===== src/rtl/vga_timing_gen.sv =====
// ---------------------------------------------------------------------------
// vga_timing_gen
//
// Parametrised VGA raster timing generator. Divides the system clock into a
// pixel-rate tick, walks a horizontal/vertical raster, and presents
// registered sync, display-enable, scaled pixel coordinate and line/frame
// start strobes one clock after each counter update.
//
// Ports:
//   clk            system clock
//   rst_n          asynchronous active-low reset
//   en_i           run enable; low freezes divider, counters and outputs
//   pix_tick_o     one-clk strobe on every output register update
//   h_sync_o       horizontal sync, asserted level HSYNC_POL
//   v_sync_o       vertical sync, asserted level VSYNC_POL
//   in_disp_o      high while the presented pixel is in the active area
//   pixel_pos_o    {v_pix, h_pix}, counters >> SCALE_SHIFT, 0 while blanking
//   line_start_o   one-clk strobe when h=0 is presented
//   frame_start_o  one-clk strobe when h=0,v=0 is presented
//
// Build option:
//   VGA_PREFETCH_EN  when defined, pixel_pos_o carries the coordinate of the
//                    NEXT pixel (gated by that pixel's display-enable) to
//                    hide one pixel of framebuffer read latency.
// ---------------------------------------------------------------------------
module vga_timing_gen #(
    parameter int CLK_DIV     = 2,
    parameter int H_ACTIVE    = 640,
    parameter int H_FP        = 16,
    parameter int H_SYNC      = 96,
    parameter int H_BP        = 48,
    parameter int V_ACTIVE    = 480,
    parameter int V_FP        = 10,
    parameter int V_SYNC      = 2,
    parameter int V_BP        = 33,
    parameter int HSYNC_POL   = 0,
    parameter int VSYNC_POL   = 0,
    parameter int SCALE_SHIFT = 2,
    parameter int POS_W       = 8
) (
    input  logic               clk,
    input  logic               rst_n,
    input  logic               en_i,
    output logic               pix_tick_o,
    output logic               h_sync_o,
    output logic               v_sync_o,
    output logic               in_disp_o,
    output logic [2*POS_W-1:0] pixel_pos_o,
    output logic               line_start_o,
    output logic               frame_start_o
);

    localparam int H_TOTAL    = H_ACTIVE + H_FP + H_SYNC + H_BP;
    localparam int V_TOTAL    = V_ACTIVE + V_FP + V_SYNC + V_BP;
    localparam int H_W        = $clog2(H_TOTAL);
    localparam int V_W        = $clog2(V_TOTAL);
    localparam int DIV_W      = (CLK_DIV > 1) ? $clog2(CLK_DIV) : 1;
    localparam int H_SYNC_BEG = H_ACTIVE + H_FP;
    localparam int H_SYNC_END = H_ACTIVE + H_FP + H_SYNC;
    localparam int V_SYNC_BEG = V_ACTIVE + V_FP;
    localparam int V_SYNC_END = V_ACTIVE + V_FP + V_SYNC;
    localparam logic HS_ON    = 1'(HSYNC_POL);
    localparam logic VS_ON    = 1'(VSYNC_POL);

    logic [DIV_W-1:0] div_cnt;
    logic [H_W-1:0]   h_cnt;
    logic [V_W-1:0]   v_cnt;
    logic             div_last;
    logic             tick;
    logic             h_last;
    logic             v_last;

    assign div_last = (int'(div_cnt) == CLK_DIV - 1);
    assign tick     = en_i && div_last;
    assign h_last   = (int'(h_cnt) == H_TOTAL - 1);
    assign v_last   = (int'(v_cnt) == V_TOTAL - 1);

    // ---------------- divider ----------------
    // NOTE: sequential state is assigned with <= only, so every flop samples
    // pre-edge values regardless of the order the always blocks are evaluated.
    always_ff @(posedge clk or negedge rst_n) begin
        if (!rst_n) begin
            div_cnt <= '0;
        end else if (en_i) begin
            div_cnt <= div_last ? '0 : div_cnt + 1'b1;
        end
    end

    // ---------------- raster counters ----------------
    always_ff @(posedge clk or negedge rst_n) begin
        if (!rst_n) begin
            h_cnt <= '0;
            v_cnt <= '0;
        end else if (tick) begin
            if (h_last) begin
                h_cnt <= '0;
                v_cnt <= v_last ? '0 : v_cnt + 1'b1;
            end else begin
                h_cnt <= h_cnt + 1'b1;
            end
        end
    end

    // ---------------- decode of the current counter position ----------------
    logic h_sync_act;
    logic v_sync_act;
    logic disp_now;

    assign h_sync_act = (int'(h_cnt) >= H_SYNC_BEG) && (int'(h_cnt) < H_SYNC_END);
    assign v_sync_act = (int'(v_cnt) >= V_SYNC_BEG) && (int'(v_cnt) < V_SYNC_END);
    assign disp_now   = (int'(h_cnt) < H_ACTIVE) && (int'(v_cnt) < V_ACTIVE);

    // Coordinate source for pixel_pos_o: current pixel, or with prefetch the
    // pixel the counters will step to next (same wrap rules as the counters).
    logic [H_W-1:0] pos_h;
    logic [V_W-1:0] pos_v;

    // NOTE: every signal written in always_comb gets a default first, so no
    // path leaves it unassigned and no latch is inferred.
    always_comb begin
        pos_h = h_cnt;
        pos_v = v_cnt;
`ifdef VGA_PREFETCH_EN
        if (h_last) begin
            pos_h = '0;
            pos_v = v_last ? '0 : v_cnt + 1'b1;
        end else begin
            pos_h = h_cnt + 1'b1;
        end
`endif
    end

    logic               pos_disp;
    logic [2*POS_W-1:0] pos_next;

    assign pos_disp = (int'(pos_h) < H_ACTIVE) && (int'(pos_v) < V_ACTIVE);
    assign pos_next = pos_disp ? {POS_W'(pos_v >> SCALE_SHIFT), POS_W'(pos_h >> SCALE_SHIFT)}
                               : '0;

    // ---------------- output stage ----------------
    // upd_pend marks that the counters moved and must be presented on the
    // next enabled clock. It comes out of reset set, so the first enabled
    // clock presents (0,0) without waiting for a divider tick.
    logic upd_pend;
    logic upd;

    assign upd = en_i && upd_pend;

    always_ff @(posedge clk or negedge rst_n) begin
        if (!rst_n) begin
            upd_pend      <= 1'b1;
            pix_tick_o    <= 1'b0;
            h_sync_o      <= ~HS_ON;
            v_sync_o      <= ~VS_ON;
            in_disp_o     <= 1'b0;
            pixel_pos_o   <= '0;
            line_start_o  <= 1'b0;
            frame_start_o <= 1'b0;
        end else begin
            if (en_i) begin
                upd_pend <= tick;
            end
            pix_tick_o    <= upd;
            line_start_o  <= upd && (h_cnt == '0);
            frame_start_o <= upd && (h_cnt == '0) && (v_cnt == '0);
            if (upd) begin
                h_sync_o    <= h_sync_act ? HS_ON : ~HS_ON;
                v_sync_o    <= v_sync_act ? VS_ON : ~VS_ON;
                in_disp_o   <= disp_now;
                pixel_pos_o <= pos_next;
            end
        end
    end

endmodule


===== config.mk =====
export PLATFORM = sky130hd
export DESIGN_NAME = vga_timing_gen
export DESIGN_NICKNAME = d
export VERILOG_FILES = /design/src/rtl/vga_timing_gen.sv
export SDC_FILE = /design/constraint.sdc
export NUM_CORES = 1
export LEC_CHECK = 0
export ABC_AREA = 1
export CORE_UTILIZATION = 40
export DETAILED_ROUTE_END_ITERATION = 10
export DONT_BUFFER_PORTS = 1
export GPL_ROUTABILITY_DRIVEN = 0
export PLACE_DENSITY_LB_ADDON = 0.2
export SYNTH_ARGS = -nofsm -noshare
export SYNTH_HDL_FRONTEND = slang
export SYNTH_SLANG_ARGS = --single-unit

===== constraint.sdc =====
create_clock -name clk -period 1.85 [get_ports clk]
set_clock_uncertainty 0.2 [all_clocks]
set_input_delay 0.37 -clock clk [delete_from_list [all_inputs] [get_ports clk]]
set_output_delay 0.37 -clock clk [all_outputs]
set_load 0.05 [all_outputs]

==> run_results.csv <==
group,metric,value,unit
run_status,outcome,"finished, final reports clean",
synth,synth_area_leader_cell,"dfrtp_1",
timing,fin_tns_setup,0,ns
global_routing,grt_pass1_vias,1454,
timing,hold_violations,0,
timing,slew_headroom,67.8,%
global_routing,grt_max_degree,45,
pwr,p_per_area,1090,nW/um2
synth,yosys.area.top_type_share,47.4,%
synth,yosysMostFrequentCell,"nand2_1",
drt,wl_per_cell,12.7,um
clock_tree,htreeDepth,2,
cells_and_area,fin_nets,267,
cells_and_area,multiInputGateArea,893,um2
drt,drc_errors,0,
flow_run,drv_cap,0,
cells_and_area,num_antenna_cells,0,
cells_and_area,fillers,508,
floorplanning,chipWidth,75.6,um
synth,synth_edf_count,0,
cells_and_area,final_util,46.7,%
drt,viasPerCell,4.87,
drt,ant_nets,0,
floorplanning,core-area,5170,um2
drt,num_vias,1607,
global_routing,grt_remaining_overflow,0,
timing,drv_slew,0,
floorplanning,dieArea,5710,um2
synth,avgSynthCellArea,8.77,um2
synth,synth_nets,255,
clock_tree,cts_root_buffer,"clkbuf_8",
synth,synthesis.area,2170,um2
synth,ys_ff_latch,44,
clock_tree,clock_sinks,44,
drt,initialDrtViolationCount,126,
synth,yosys-top-cells-count,"51 x nand2_1, 41 x dfrtp_1, 31 x inv_1",
global_routing,grt_pass1_wl,6.85,mm
global_routing,grt_antenna_before_repair,0,
pwr,peakVddDrop,0.000535,V
critical_path,start_kind,"flop",
synth,post_synth_main_area_contributors,"dfrtp_1 47%, nand2_1 8.8%, inv_1 5.4%",
timing,fmax,605,MHz
floorplanning,die_h,75.6,um
timing,rsz0062_at_grt,"false",
worst_hold_path,hp-class,"in2reg",
drt,wirelength,4.19,mm
critical_path,crit_path_end_kind,"flop",
placed_design,port_buffers,0,
pwr,p_leak,1.16,nW
floorplanning,io_pins,25,
synth,yosys_warnings,0,
placed_design,hpwlAfterDp,2.94,mm
timing,finalSetupViolations,0,
cells_and_area,drive_above_1_share,15.0,%
critical_path,worst-path-max-fanout,12,
global_routing,track_usage,16.3,%
timing,fin_crit_sh,89.3,%
clock_tree,clk_pin_slew,0.08,ns
clock_tree,worstSkewPairLatency,0.29,ns
clock_tree,numCtsBuffers,5,
critical_path,critPathKind,"reg2reg",
clock_tree,tritoncts,"done",
floorplanning,start_util,41.9,%
clock_tree,clockBufferDepth,2,
timing,tightest_slew,0.483,ns
synth,synth-seq-area-share,51.0,%
drt,first_pass_iters,4,
cells_and_area,area_delta_synth_final,11.5,%
critical_path,crit_arrival,1.64,ns
critical_path,critPathRequiredTime,1.84,ns
synth,syn_inst,247,
synth,ys.flop_type,"dfrtp_1",
cells_and_area,largest_reg_flops,16,
timing,fin_crit,1.65,ns
synth,async_reset_ff_share,100,%
floorplanning,placementRows,26,
synth,yosysUniqueCellTypes,31,
cells_and_area,ff_latch_area,1110,um2
cells_and_area,largest_register,"pixel_pos_o",
## placed cells by master (no fill, tap or decap), types with 6 or more instances in the layout
master	netlist	routed
inv_1	31	31
nand2_1	51	51
nand3_1	19	19
dfrtp_1	41	40
o21ai_2	9	9
xor2_1	6	6
buf_4	0	7
o21ai_0	18	17
nor2_1	28	28
## final timing paths
| path | from | end | slack, ns | cells after the start |
|---|---|---|---|---|
| worst max-delay path | h_cnt[0] | pos_v[7] | 0.20 | 7 |
| worst min-delay path | en_i | div_cnt | 0.03 | 2 |
| worst max register to register | h_cnt[0] | pos_v[7] | 0.20 | 7 |
| worst min register to register | upd_pend | upd_pend | 0.29 | 2 |
| max in group asynchronous | rst_n | h_sync_o | 0.79 | 2 |
| min in group asynchronous | rst_n | h_cnt[8] | 0.39 | 2 |
## stage by stage
stage               total power (W)  worst slack, ns  std cells  instance area [um2]  hold slack [ns]
finish                      0.00264            0.198        330                 2410           0.0308
global route                0.00282           0.0298        330                 2410           0.0332
CTS                         0.00267            0.147        329                 2410           0.0266
detailed placement          0.00206            0.167        318                 2280           -0.124
global placement            0.00205            0.157        318                 2280           -0.124
floorplan                   0.00194            0.315        247                 2170           -0.126
## area by class of cell
type | instances | share of cell area, %
clock inverter | 1 | 0.207
multi-input combinational | 164 | 37.0
sequential | 44 | 45.8
timing repair buffer | 11 | 4.97
clock buffer | 7 | 3.16
inverter | 33 | 5.23
tap | 70 | 3.63
## critical path: stages, from the launching register on
cell	delay, ns
dfrtp_1	0.38
ha_1	0.24
nand2_1	0.07
nor2_1	0.15
nand4_1	0.11
buf_4	0.20
nor3_1	0.13
nor2_1	0.07
## what timing repair did
item	CTS	global route
hold buffers	3	0
resized for setup	0	2
endpoints found under the hold margin	45	0
setup buffers	0	1
endpoints found under the setup margin	0	5
## routing by layer
metal / global-route usage, % / routed length (um) / part of all wire, %
met1: 23.2 / 2140 / 51
met5: 0 / 0 / 0
met3: 3.04 / 167 / 4.0
met4: 7.20 / 71 / 1.7
met2: 24.0 / 1820 / 43
## cells by family after synthesis
kind of cell | Yosys count | share of synthesized area (%)
and+or+nand+nor | 120 | 26.5
DFF | 44 | 51.0
buffers and inverters | 39 | 7.74
AOI/OAI and AO/OA | 33 | 9.42
xor gates and xnor gates | 6 | 2.43
adders and majority gates | 5 | 2.89
## report_power, final
part / total (W) / internal, W / switching [W]
Sequential: 0.00157 / 0.00113 / 0.000438
Combinational: 0.000494 / 0.000171 / 0.000323
Clock: 0.000573 / 0.000265 / 0.000308
Power figures use the tool's default switching activity.
